===== src/rtl/uart_rx_ovs_pkg.sv =====
// Shared constants, FSM states and helpers for the oversampling UART receiver.
package uart_rx_ovs_pkg;

    localparam int PARITY_NONE = 0;
    localparam int PARITY_ODD  = 1;
    localparam int PARITY_EVEN = 2;

    typedef enum logic [2:0] {
        ST_IDLE,
        ST_START,
        ST_DATA,
        ST_PARITY,
        ST_STOP
    } rx_state_e;

    function automatic int clog2(input int v);
        int r;
        r = 0;
        while ((1 << r) < v) r++;
        return r;
    endfunction

    function automatic int entry_w(input int data_bits);
        return data_bits + 3;
    endfunction

endpackage


===== src/rtl/uart_rx_fifo.sv =====
// Generic synchronous FIFO; head entry is read combinationally from storage.
module uart_rx_fifo
    import uart_rx_ovs_pkg::*;
#(
    parameter int WIDTH = 8,
    parameter int DEPTH = 4
) (
    input  logic             clk_i,
    input  logic             rst_ni,
    input  logic             push_i,
    input  logic [WIDTH-1:0] wdata_i,
    input  logic             pop_i,
    output logic [WIDTH-1:0] rdata_o,
    output logic             full_o,
    output logic             empty_o
);

    localparam int AW = (DEPTH > 1) ? clog2(DEPTH) : 1;

    logic [WIDTH-1:0] mem_q [DEPTH];
    logic [AW:0]      wr_q;
    logic [AW:0]      rd_q;
    logic             do_push;
    logic             do_pop;

    assign empty_o = (wr_q == rd_q);
    assign full_o  = (wr_q[AW] != rd_q[AW]) &&
                     (wr_q[AW-1:0] == rd_q[AW-1:0]);
    assign do_pop  = pop_i & ~empty_o;
    // A full FIFO still accepts a write when the head leaves this cycle.
    assign do_push = push_i & (~full_o | do_pop);
    assign rdata_o = mem_q[rd_q[AW-1:0]];

    always_ff @(posedge clk_i or negedge rst_ni) begin
        if (!rst_ni) begin
            wr_q <= '0;
            rd_q <= '0;
            for (int i = 0; i < DEPTH; i++) mem_q[i] <= '0;
        end else begin
            if (do_push) begin
                mem_q[wr_q[AW-1:0]] <= wdata_i;
                wr_q <= wr_q + 1'b1;
            end
            if (do_pop) rd_q <= rd_q + 1'b1;
        end
    end

endmodule


===== src/rtl/uart_rx_ovs.sv =====
// Oversampling UART receiver on the system clock with majority voting,
// configurable frame format and an error-tagged receive FIFO.
module uart_rx_ovs
    import uart_rx_ovs_pkg::*;
#(
    parameter int SYS_CLK_FREQ = 200_000_000,
    parameter int BAUD_RATE    = 115200,
    parameter int OVERSAMPLE   = 16,
    parameter int DATA_BITS    = 8,
    parameter int PARITY       = 0,
    parameter int STOP_BITS    = 1,
    parameter int FIFO_DEPTH   = 4
) (
    input  logic                 sys_clk,
    input  logic                 reset_n,
    input  logic                 uart_rx_din,
    output logic [DATA_BITS-1:0] rx_data,
    output logic                 rx_parity_err,
    output logic                 rx_frame_err,
    output logic                 rx_break,
    output logic                 rx_valid,
    input  logic                 rx_ready,
    output logic                 rx_overrun,
    input  logic                 clr_overrun,
    output logic                 rx_busy
);

    localparam int DIV_RAW = SYS_CLK_FREQ / (BAUD_RATE * OVERSAMPLE);
    localparam int DIV     = (DIV_RAW < 1) ? 1 : DIV_RAW;
    localparam int DW      = (DIV > 1) ? clog2(DIV) : 1;
    localparam int SW      = clog2(OVERSAMPLE);
    localparam int EW      = entry_w(DATA_BITS);
    localparam int M       = OVERSAMPLE / 2;

    localparam logic [SW-1:0] S_LO   = SW'(M - 1);
    localparam logic [SW-1:0] S_MID  = SW'(M);
    localparam logic [SW-1:0] S_VOTE = SW'(M + 1);
    localparam logic [SW-1:0] S_LAST = SW'(OVERSAMPLE - 1);
    localparam logic [DW-1:0] D_LAST = DW'(DIV - 1);
    localparam logic [3:0]    B_DLST = 4'(DATA_BITS - 1);
    localparam logic [3:0]    B_SLST = 4'(STOP_BITS - 1);

    logic                 sync1_q, sync2_q, prev_q;
    logic [DW-1:0]        dcnt_q, dcnt_d;
    rx_state_e            state_q, state_d;
    logic [SW-1:0]        scnt_q, scnt_d;
    logic [3:0]           bcnt_q, bcnt_d;
    logic [1:0]           smp_q, smp_d;
    logic [DATA_BITS-1:0] shift_q, shift_d;
    logic                 par_q, par_d;
    logic                 frm_q, frm_d;
    logic                 brk_q, brk_d;
    logic                 push_q, push_d;
    logic [EW-1:0]        entry_q, entry_d;
    logic                 ovr_q, ovr_d;

    logic          rxs;
    logic          tick;
    logic          start_det;
    logic          at_vote;
    logic          last;
    logic          vote;
    logic          pop;
    logic          full;
    logic          empty;
    logic [EW-1:0] head;

    assign rxs       = sync2_q;
    assign tick      = (dcnt_q == D_LAST);
    assign start_det = (state_q == ST_IDLE) & prev_q & ~rxs;
    assign at_vote   = (scnt_q == S_VOTE);
    assign last      = (scnt_q == S_LAST);
    assign vote      = (smp_q[0] & smp_q[1]) | (smp_q[0] & rxs) |
                       (smp_q[1] & rxs);

    // Divider restarts on the start edge so ticks stay phase-aligned to it.
    always_comb begin
        dcnt_d = tick ? '0 : dcnt_q + 1'b1;
        if (start_det) dcnt_d = '0;
    end

    always_comb begin
        state_d = state_q;
        scnt_d  = scnt_q;
        bcnt_d  = bcnt_q;
        smp_d   = smp_q;
        shift_d = shift_q;
        par_d   = par_q;
        frm_d   = frm_q;
        brk_d   = brk_q;
        push_d  = 1'b0;
        entry_d = entry_q;
        if (state_q == ST_IDLE) begin
            if (start_det) begin
                state_d = ST_START;
                scnt_d  = '0;
                bcnt_d  = '0;
                par_d   = 1'b0;
                frm_d   = 1'b0;
                brk_d   = 1'b1;
            end
        end else if (tick) begin
            scnt_d = last ? '0 : scnt_q + 1'b1;
            if (scnt_q == S_LO)  smp_d[0] = rxs;
            if (scnt_q == S_MID) smp_d[1] = rxs;
            unique case (state_q)
                ST_START: begin
                    if (at_vote && vote) state_d = ST_IDLE;
                    else if (last)       state_d = ST_DATA;
                end
                ST_DATA: begin
                    if (at_vote) begin
                        shift_d = {vote, shift_q[DATA_BITS-1:1]};
                        brk_d   = brk_q & ~vote;
                    end
                    if (last) begin
                        if (bcnt_q == B_DLST) begin
                            bcnt_d  = '0;
                            state_d = (PARITY != PARITY_NONE) ?
                                      ST_PARITY : ST_STOP;
                        end else begin
                            bcnt_d = bcnt_q + 1'b1;
                        end
                    end
                end
                ST_PARITY: begin
                    if (at_vote) begin
                        par_d = (PARITY == PARITY_ODD) ?
                                ~(^shift_q ^ vote) : (^shift_q ^ vote);
                        brk_d = brk_q & ~vote;
                    end
                    if (last) begin
                        bcnt_d  = '0;
                        state_d = ST_STOP;
                    end
                end
                ST_STOP: begin
                    if (at_vote) begin
                        brk_d = brk_q & ~vote;
                        frm_d = frm_q | ~vote;
                        if (bcnt_q == B_SLST) begin
                            push_d  = 1'b1;
                            entry_d = {brk_d, frm_d, par_q, shift_q};
                            state_d = ST_IDLE;
                        end
                    end else if (last) begin
                        bcnt_d = bcnt_q + 1'b1;
                    end
                end
                default: state_d = ST_IDLE;
            endcase
        end
    end

    assign pop   = rx_ready & ~empty;
    // Set wins over a simultaneous clear.
    assign ovr_d = (push_q & full & ~pop) | (ovr_q & ~clr_overrun);

    always_ff @(posedge sys_clk or negedge reset_n) begin
        if (!reset_n) begin
            sync1_q <= 1'b1;
            sync2_q <= 1'b1;
            prev_q  <= 1'b1;
            dcnt_q  <= '0;
            state_q <= ST_IDLE;
            scnt_q  <= '0;
            bcnt_q  <= '0;
            smp_q   <= '0;
            shift_q <= '0;
            par_q   <= 1'b0;
            frm_q   <= 1'b0;
            brk_q   <= 1'b0;
            push_q  <= 1'b0;
            entry_q <= '0;
            ovr_q   <= 1'b0;
        end else begin
            sync1_q <= uart_rx_din;
            sync2_q <= sync1_q;
            prev_q  <= sync2_q;
            dcnt_q  <= dcnt_d;
            state_q <= state_d;
            scnt_q  <= scnt_d;
            bcnt_q  <= bcnt_d;
            smp_q   <= smp_d;
            shift_q <= shift_d;
            par_q   <= par_d;
            frm_q   <= frm_d;
            brk_q   <= brk_d;
            push_q  <= push_d;
            entry_q <= entry_d;
            ovr_q   <= ovr_d;
        end
    end

    uart_rx_fifo #(
        .WIDTH (EW),
        .DEPTH (FIFO_DEPTH)
    ) u_fifo (
        .clk_i   (sys_clk),
        .rst_ni  (reset_n),
        .push_i  (push_q),
        .wdata_i (entry_q),
        .pop_i   (pop),
        .rdata_o (head),
        .full_o  (full),
        .empty_o (empty)
    );

    assign {rx_break, rx_frame_err, rx_parity_err, rx_data} = head;
    assign rx_valid   = ~empty;
    assign rx_overrun = ovr_q;
    assign rx_busy    = (state_q != ST_IDLE);

endmodule


===== config.mk =====
export PLATFORM = sky130hd
export DESIGN_NAME = uart_rx_ovs
export DESIGN_NICKNAME = d
export VERILOG_FILES = /design/src/rtl/uart_rx_ovs_pkg.sv /design/src/rtl/uart_rx_fifo.sv /design/src/rtl/uart_rx_ovs.sv
export SDC_FILE = /design/constraint.sdc
export NUM_CORES = 1
export LEC_CHECK = 0
export ABC_CLOCK_PERIOD_IN_PS = 3700
export CAP_MARGIN = 20
export CORE_ASPECT_RATIO = 1.1
export CORE_MARGIN = 1.5
export CORE_UTILIZATION = 55
export DETAILED_ROUTE_END_ITERATION = 8
export DONT_BUFFER_PORTS = 1
export PLACE_DENSITY = 0.7
export SETUP_SLACK_MARGIN = 0.5
export SLEW_MARGIN = 20
export SYNTH_ARGS = -nofsm -noshare
export SYNTH_HDL_FRONTEND = slang
export SYNTH_HIERARCHICAL = 1
export SYNTH_SLANG_ARGS = --single-unit

===== constraint.sdc =====
create_clock -name sys_clk -period 3.7 [get_ports sys_clk]
set_input_delay 0.74 -clock sys_clk [delete_from_list [all_inputs] [get_ports sys_clk]]
set_output_delay 0.74 -clock sys_clk [all_outputs]
set_load 0.02 [all_outputs]

### Word level (Yosys, flattened, before mapping)

Cells that the tools add are included.
W data, S select, Z words.

| operators by class | value |
|---|---|
| $add $sub $neg | 5 |
| magnitude comparators | 3 |
| equality and inequality tests | 22 |
| multiplexer cells | 50 |
| bitwise operators | 27 |
| reductions and logical operators | 24 |

Operators by type and width:

| operator | number |
|---|---|
| $bwmux W44 | 1 |
| $mux W4 | 11 |
| $mux W11 | 3 |
| $mux W3 | 10 |
| $bmux W11 S2 | 1 |
| $demux W11 S2 | 1 |
| $ne A3 B3 Y1 const B | 7 |
| $mux W1 | 19 |
| $reduce_and A4 Y1 | 4 |
| $mux W7 | 2 |
| $and A1 B1 Y1 | 12 |
| $eq A4 B4 Y1 const B | 3 |
| $pmux W3 S4 | 1 |
| $pmux W4 S3 | 1 |
| $reduce_bool A2 Y1 | 5 |
| $add A4 B1 Y4 const B | 2 |
| $eq A4 B3 Y1 const B | 2 |
| $reduce_and A8 Y1 | 1 |
| $reduce_xor A8 Y1 | 1 |
| $add A7 B1 Y7 const B | 1 |
| $eq A7 B7 Y1 const B | 1 |
| $not A1 Y1 | 7 |
| $reduce_and A7 Y1 | 1 |
| $add A3 B1 Y3 const B | 2 |
| 22 further kinds | 32 |

| word-level totals | value |
|---|---|
| register bits after elaboration | 97 |
| input bits | 5 |
| output and inout bits | 14 |
| word-level logic and storage cells | 153 |

### Depth between registers and ports, before layout

Gate-level depths: netlist of the first run.

| logic depth | value |
|---|---|
| depth after elaboration | 9 |
| gate-level depth with buffers | 8 |
| gate-level depth less buffers | 7 |

### Hierarchy

The synthesis of the first run kept the hierarchy.

Modules (own cells, without submodules):

| module | instances | cells each | area an instance (µm²) | seq. area each (µm²) |
|---|---|---|---|---|
| uart_rx_fifo | 1 | 150 | 2,426.1 | 1,251.2 |
| uart_rx_ovs | 1 | 211 | 2,336.0 | 1,179.9 |

### Worst setup path after synthesis of the first run

OpenSTA, ideal clock, no wires.

| timing | value |
|---|---|
| path kind | reg-to-reg |
| from | register u_fifo.rd_q[1] |
| to | register u_fifo/mem_q[11] in the netlist's numbering |
| setup time | 0.125 ns |
| arrival time | 2.300 ns |
| required time | 3.575 ns |
| setup slack | 1.276 ns |
| stages on the path, launching flop included | 9 |
| buffers on the path | 3 |
| period minus slack after synthesis | 2.424 ns |
| cells stage by stage | dfrtp_1 > xor2_2 > buf_6 > nor3_1 > nor2b_1 > clkbuf_1 > o41ai_2 > buf_4 > mux2_2 |

| on the way | value |
|---|---|
| longest elaborated chain between the ends | 6 |
| elaborated cells between the ends (all ways) | 9 |
| those cells by class | eq/ne: 2; bitwise: 6; reduce/logical: 1 |

Ends and longest elaborated chain:

| what | RTL line | text |
|---|---|---|
| from (decl) | uart_rx_fifo.sv:22 | `logic [AW:0] rd_q;` |
| from (signal assigned) | uart_rx_fifo.sv:44 | `if (do_pop) rd_q <= rd_q + 1'b1;` |
| $eq A3 B3 Y1 | uart_rx_fifo.sv:26 | `assign empty_o = (wr_q == rd_q);` |
| via empty | uart_rx_ovs.sv:65 | `logic empty;` |
| $not A1 Y1 | uart_rx_ovs.sv:155 | `assign pop = rx_ready & ~empty;` |
| $and A1 B1 Y1 | uart_rx_ovs.sv:155 |  |
| via pop | uart_rx_ovs.sv:63 | `logic pop;` |
| $and A1 B1 Y1 | uart_rx_fifo.sv:29 | `assign do_pop = pop_i & ~empty_o;` |
| $or A1 B1 Y1 | uart_rx_fifo.sv:31 | `assign do_push = push_i & (~full_o \| do_pop);` |
| $and A1 B1 Y1 | uart_rx_fifo.sv:31 |  |
| to (signal, indexed assignment) | uart_rx_fifo.sv:41 | `mem_q[wr_q[AW-1:0]] <= wdata_i;` |
| to (decl) | uart_rx_fifo.sv:20 | `logic [WIDTH-1:0] mem_q [DEPTH];` |

The timed path passes the listed nets, and every way through them passes these cells.
A chain may end at the register's enable or synchronous reset.

### Final worst setup path of the first run

| timing | value |
|---|---|
| from | register u_fifo.rd_q[1] |
| to | register u_fifo/mem_q[9] in the netlist's numbering |

The elaborated chain is that of the path after synthesis.

==> results.py, run 1 <==
metrics = {
    "routing": {
        "wl_per_cell_um": 16.4,
        "vias": 2692,
        "wl_um": 7840,
        "antenna_left": 0,
        "viasPerCell": 5.64,
        "route.detailed.drc": 0,
        "drtPass1Iterations": 4,
        "highest_layer": "met4",
        "drt_iter0_drc": 104,
        "dr_wl_met2_um": 3760,
        "wl_met1_um": 3760,
        "wl_met3_um": 206,
    },
    "worst_setup_path": {
        "worstPathCellList": "xor2_2, nor3_1, nor2b_1, o41ai_4, mux2_2",
        "critPathMaxStageDelay_ps": 870,
        "cp-start-kind": "register",
        "path_class": "register to register",
        "crit_buf_inv": 0,
        "crit_fanout": 14,
        "required_ps": 3950,
        "path_delay_family": "compound AO/OA/AOI/OAI gates",
        "worst_ep_arrival_time_ps": 3240,
        "crit_path_end_kind": "register",
        "crit_slowest_cell": "o41ai_4",
    },
    "grt": {
        "antenna_found_initial": 0,
        "grt_pass1_wl_um": 13400,
        "overflow": 0,
        "track_usage_pct": 18.5,
        "grt_max_degree": 98,
        "grt_pass1_vias": 2712,
    },
    "pwr": {
        "ir_drop_v": 0.000234,
        "power_frac_seq_pct": 56.7,
        "sw_frac_of_total_pct": 28.6,
        "leakage_nw": 2.32,
        "clockPowerShare_pct": 31.8,
        "power_density_nw_per_um2": 415,
        "p_int_mw": 1.49,
        "net-switching-power_mw": 0.598,
        "p_comb_share_pct": 11.6,
    },
    "clock_tree": {
        "post_cts_resized": 0,
        "clk_path_buf_depth": 2,
        "htreeDepth": 3,
        "ctsHoldBuffers": 0,
        "cts_setup_buffers": 0,
        "path_clk_slew_ps": 110,
        "root_buffer": "clkbuf_8",
        "tritoncts": "built",
        "cts_buffers": 9,
        "insertion_delay_ps": 360,
        "cts.sinks": 97,
    },
    "layout": {
        "drive_above_1_share_pct": 29.5,
        "diodes": 0,
        "final_cell_mix": "dfrtp_1 (94), mux2_2 (55), nand2_1 (17)",
        "area_growth_pct": 5.57,
        "nets": 377,
        "final_common_cell": "dfrtp_1",
    },
    "die": {
        "io_pins": 19,
        "core_area_um2": 8410,
        "fp.dieH_um": 101,
        "die_w_um": 91.7,
        "rows": 35,
        "start_util_pct": 56.6,
        "die-area_um2": 9230,
    },
    "timing": {
        "max_slew_margin_pct": 39.5,
        "rsz0062_at_grt": "no",
        "setup_viol": 0,
        "slew_violations": 0,
        "period_share_pct": 80.9,
        "holdWs_ps": 66.5,
        "min_period_ps": 2990,
        "setup_tns_ps": 0,
        "hold_violations": 0,
        "worstMarginPinSlew_ps": 904,
        "max_freq_ghz": 0.334,
        "skew_ps": 10.9,
    },
    "placed_design": {
        "gp_congestion": 0.782,
        "hpwl_um": 5270,
        "port_buffers": 0,
    },
    "logic_synthesis": {
        "yosysWarnings": 6,
        "syn_area_um2": 4760,
        "synth_ff_type": "dfrtp_1",
        "yosys.area.top_type": "dfrtp_1",
        "synth.yosys.seq_area_share_pct": 51.1,
        "post-synth-top-area-fraction_pct": 49.4,
        "ys_seq_elements": 97,
        "synth_cell_types": 58,
        "async_flop_share_pct": 100,
        "synth_nets": 377,
        "synth-edff-count": 0,
        "synth_area_leaders": "dfrtp_1 (49%), mux2_2 (13%), mux4_2 (5.2%)",
        "postSynthCellCount": 361,
        "avgSynthCellArea_um2": 13.2,
    },
    "status": {
        "status": "completed",
    },
    "hold_path": {
        "hold_path.class": "primary input to asynchronous set/reset pin",
    },
    "job": {
        "cap_violations": 0,
    },
}
==> per-layer routing <==
metal  GRT usage (%)  up-vias
met1            25.2     1352
met2            30.0       34
li1                -     1296
met3            2.79       10
met4            7.81        0
met5               0        -
==> power groups by stage <==
stage | Clock [mW] | Combinational, mW | Sequential (mW)
2_1_floorplan | 0 | 0.224 | 1.18
3_3_place_gp | 0 | 0.236 | 1.20
3_5_place_dp | 0 | 0.243 | 1.20
4_1_cts | 0.685 | 0.246 | 1.18
5_1_grt | 0.728 | 0.284 | 1.19
6_report | 0.663 | 0.242 | 1.18
==> synthesized netlist by cell type, types with 5 or more instances <==
master and n:
dfrtp_1 94, inv_1 16, buf_2 5, ha_1 11
mux4_2 11, nand3_1 9, mux2_2 55, xnor2_1 12
nor3_1 7, o21ai_0 13, mux2_1 10, nor2_1 15
nand2_1 17, a21oi_1 5
==> sequential cells by signal, indices dropped and copies added (netlist names) <==
register	cells
sync1_q	1
u_fifo/rd_q	3
u_fifo/wr_q	3
push_q	1
bcnt_q	4
dcnt_q	7
smp_q	2
rxs	1
shift_q	8
par_q	1
scnt_q	4
prev_q	1
entry_q	11
rx_overrun	1
state_q	3
frm_q	1
u_fifo/mem_q	44
brk_q	1
==> final timing paths <==
check	from	to	slack, ps	depth (start not counted)
hold / removal	reset_n	u_fifo/mem_q[42]	70	0
setup / recovery	u_fifo/rd_q[1]	u_fifo/mem_q[9]	710	5
max in group asynchronous	reset_n	prev_q	3410	0
hold reg to reg	sync1_q	rxs	360	0
min in group sys_clk	sync1_q	rxs	360	0
setup reg to reg	u_fifo/rd_q[1]	u_fifo/mem_q[9]	710	5
==> cell families (layout without fill, tap and decap cells) <==
family | count (synthesis) | after routing | share of synthesized area, %
DFF | 97 | 97 | 51.1
and+or+nand+nor | 78 | 78 | 9.75
muxes | 77 | 77 | 20.9
AOI/OAI and AO/OA | 44 | 44 | 7.25
buffers and inverters | 34 | 39 | 3.76
xor gates and xnor gates | 19 | 19 | 4.20
adders and majority gates | 12 | 12 | 3.10
==> per-stage QoR <==
step           cell area, um2  cells  setup WS, ps  total power [mW]  utilization, %
3_5_place_dp             4830    461           729              1.45            57.5
4_1_cts                  5030    477           727              2.11            59.8
5_1_grt                  5030    477           579              2.21            59.8
6_report                 5030    477           707              2.09            59.8
2_1_floorplan            4760    361          1280              1.40               -
3_3_place_gp             4830    461           835              1.44            57.5
==> area by class of cell <==
cell class,instances,area (um2)
Clock inverter,7,72.6
Timing Repair Buffer,6,45.0
Fill cell,704,3380
Multi-Input combinational cell,230,2150
Sequential cell,97,2430
Clock buffer,9,124
Inverter,17,63.8
Tap cell,111,139
No activity file was read; power rests on OpenSTA's default activity.
==> run 2: changes to the inputs <==
ABC_CLOCK_PERIOD_IN_PS = 2500   (was 3700)
PLACE_DENSITY = 0.73   (was 0.7)
clock period = 2.5 ns   (was 3.7 ns; I/O delays follow)
==> run 2 against run 1 <==
Combinational power is 69% higher. Register-to-register slack worse by 260 ps. Design area is 8.8% higher. First-iteration DRC count is 27% lower. Critical path type is now register to output pin. Sequential cell count stayed put. Largest cell class unchanged. Sequential share of layout area is 3.8 points lower. The run now ends with hold timing left. Count of clock-buffer cells in the layout stayed put.
==> results.py, run 2 (same netlist as run 1, synthesis figures left out) <==
metrics = {
    "worst_setup_path": {
        "path_class": "register to output pin",
        "rr_endpoint": "u_fifo/mem_q[43]",
        "worst_ep_arrival_time_ps": 1610,
        "rr_worst_depth": 6,
        "cp-start-kind": "register",
        "crit_path_end_kind": "output pin",
        "required_ps": 2000,
        "crit_fanout": 13,
        "regToRegSetupSlack_ps": 450,
        "timing.rr.start": "u_fifo/wr_q[0]",
    },
    "clock_tree": {
        "clk_path_buf_depth": 2,
        "tritoncts": "built",
        "root_buffer": "clkbuf_8",
        "htreeDepth": 3,
        "insertion_delay_ps": 370,
        "cts.sinks": 97,
        "cts_buffers": 9,
        "path_clk_slew_ps": 100,
    },
    "routing": {
        "drtPass1Iterations": 4,
        "vias": 2930,
        "antenna_left": 0,
        "wl_per_cell_um": 18.4,
        "viasPerCell": 5.90,
        "wl_um": 9160,
        "drt_iter0_drc": 76,
        "route.detailed.drc": 0,
    },
    "timing": {
        "rsz0062_at_grt": "yes",
        "slew_violations": 0,
        "worstMarginPinSlew_ps": 701,
        "max_slew_margin_pct": 53.0,
        "min_period_ps": 2110,
        "setup_viol": 0,
        "holdWs_ps": -186,
        "max_freq_ghz": 0.475,
        "setup_tns_ps": 0,
        "period_share_pct": 84.3,
        "worst_slack_ps": 393,
        "skew_ps": 15.1,
        "hold_violations": 94,
    },
    "layout": {
        "final_cell_mix": "dfrtp_1 (90), mux2_4 (34), mux2_2 (32)",
        "final_common_cell": "dfrtp_1",
        "top_regs": "u_fifo/mem_q: 44 flops, entry_q: 11 flops, shift_q: 8 flops",
        "area_growth_pct": 14.9,
        "largest_reg_flops": 44,
        "drive_above_1_share_pct": 39.4,
        "largest-register": "u_fifo/mem_q",
        "nets": 397,
        "nFillCells": 627,
        "final_cell_area_um2": 5470,
        "diodes": 0,
    },
    "die": {
        "rows": 35,
        "fp.dieH_um": 101,
        "io_pins": 19,
        "start_util_pct": 56.6,
        "core_area_um2": 8410,
        "die_w_um": 91.7,
        "die-area_um2": 9230,
    },
    "placed_design": {
        "hpwl_um": 5750,
        "place_area_um2": 4890,
        "port_buffers": 0,
        "gp_congestion": 0.854,
        "place_ws_ps": 94.5,
    },
    "grt": {
        "grt_pass1_vias": 2915,
        "track_usage_pct": 21.1,
        "antenna_found_initial": 0,
        "grt_max_degree": 98,
        "grt_pass1_wl_um": 14900,
        "overflow": 0,
    },
    "pwr": {
        "p_int_mw": 2.25,
        "power_frac_seq_pct": 55.8,
        "net-switching-power_mw": 0.907,
        "leakage_nw": 2.58,
        "power_density_nw_per_um2": 577,
        "clockPowerShare_pct": 31.2,
        "sw_frac_of_total_pct": 28.7,
        "ir_drop_v": 0.000403,
        "p_comb_share_pct": 13.0,
    },
    "status": {
        "status": "complete, but fails checks",
        "violations": "hold timing",
    },
    "job": {
        "cap_violations": 0,
    },
    "hold_path": {
        "hold_path.class": "primary input to asynchronous set/reset pin",
    },
}
run 2: how the worst max path moves through the flow:
| stage | from | end | slack, ps | cells past startpoint |
|---|---|---|---|---|
| floorplan | u_fifo/wr_q[1] | u_fifo/mem_q[33] | 320 | 8 |
| global placement | u_fifo/wr_q[0] | u_fifo/mem_q[43] | 150 | 5 |
| detailed placement | u_fifo/wr_q[0] | u_fifo/mem_q[43] | 90 | 5 |
| CTS | u_fifo/rd_q[0] | rx_break | 380 | 2 |
| global route | u_fifo/rd_q[0] | rx_break | 340 | 2 |
| finish | u_fifo/rd_q[0] | rx_break | 390 | 2 |
run 2: metrics by stage:
step / hold slack, ps / utilization, % / power, mW / cells
6_report: -186 / 65.1 / 3.16 / 497
3_3_place_gp: 206 / 58.1 / 2.13 / 465
2_1_floorplan: 204 / - / 2.08 / 361
3_5_place_dp: 206 / 58.1 / 2.14 / 465
5_1_grt: -211 / 65.1 / 3.32 / 497
4_1_cts: -203 / 63.3 / 3.12 / 492
run 2: layout make-up:
type | instances | area (um2) | area share (%)
sequential | 97 | 2440 | 44.5
multi-input combinational | 230 | 2370 | 43.3
timing repair buffer | 26 | 273 | 4.99
tap | 111 | 139 | 2.54
clock buffer | 9 | 124 | 2.26
clock inverter | 7 | 66.3 | 1.21
inverter | 17 | 63.8 | 1.17
run 2: critical path, stage by stage (launching register included):
cell and delay (ps):
dfrtp_2 440, buf_12 180, mux4_2 610
run 2: metal layers:
layer  vias to the layer above  wire, um  global-route usage, %
met5                         -         0                      0
li1                       1334         -                      -
met1                      1534      4190                   27.4
met2                        48      4610                   35.5
met4                         0       165                   8.52
met3                        14       197                   3.62
run 2: what timing repair did:
| item | CTS | global route |
|---|---|---|
| hold endpoints to repair | 97 | 97 |
| cloned | 1 | 1 |
| buffers inserted | 10 | 4 |
| pin swaps | 6 | 6 |
| gates resized for setup | 39 | 23 |
| setup endpoints to repair | 80 | 75 |
run 2: power by group through the flow:
| stage | sequential [mW] | combinational [mW] | clock [mW] |
|---|---|---|---|
| after detailed placement | 1.78 | 0.365 | 0 |
| after CTS | 1.75 | 0.365 | 1.01 |
| after global routing | 1.77 | 0.482 | 1.06 |
| final | 1.76 | 0.410 | 0.985 |
| after floorplan | 1.74 | 0.331 | 0 |
| after global placement | 1.78 | 0.349 | 0 |
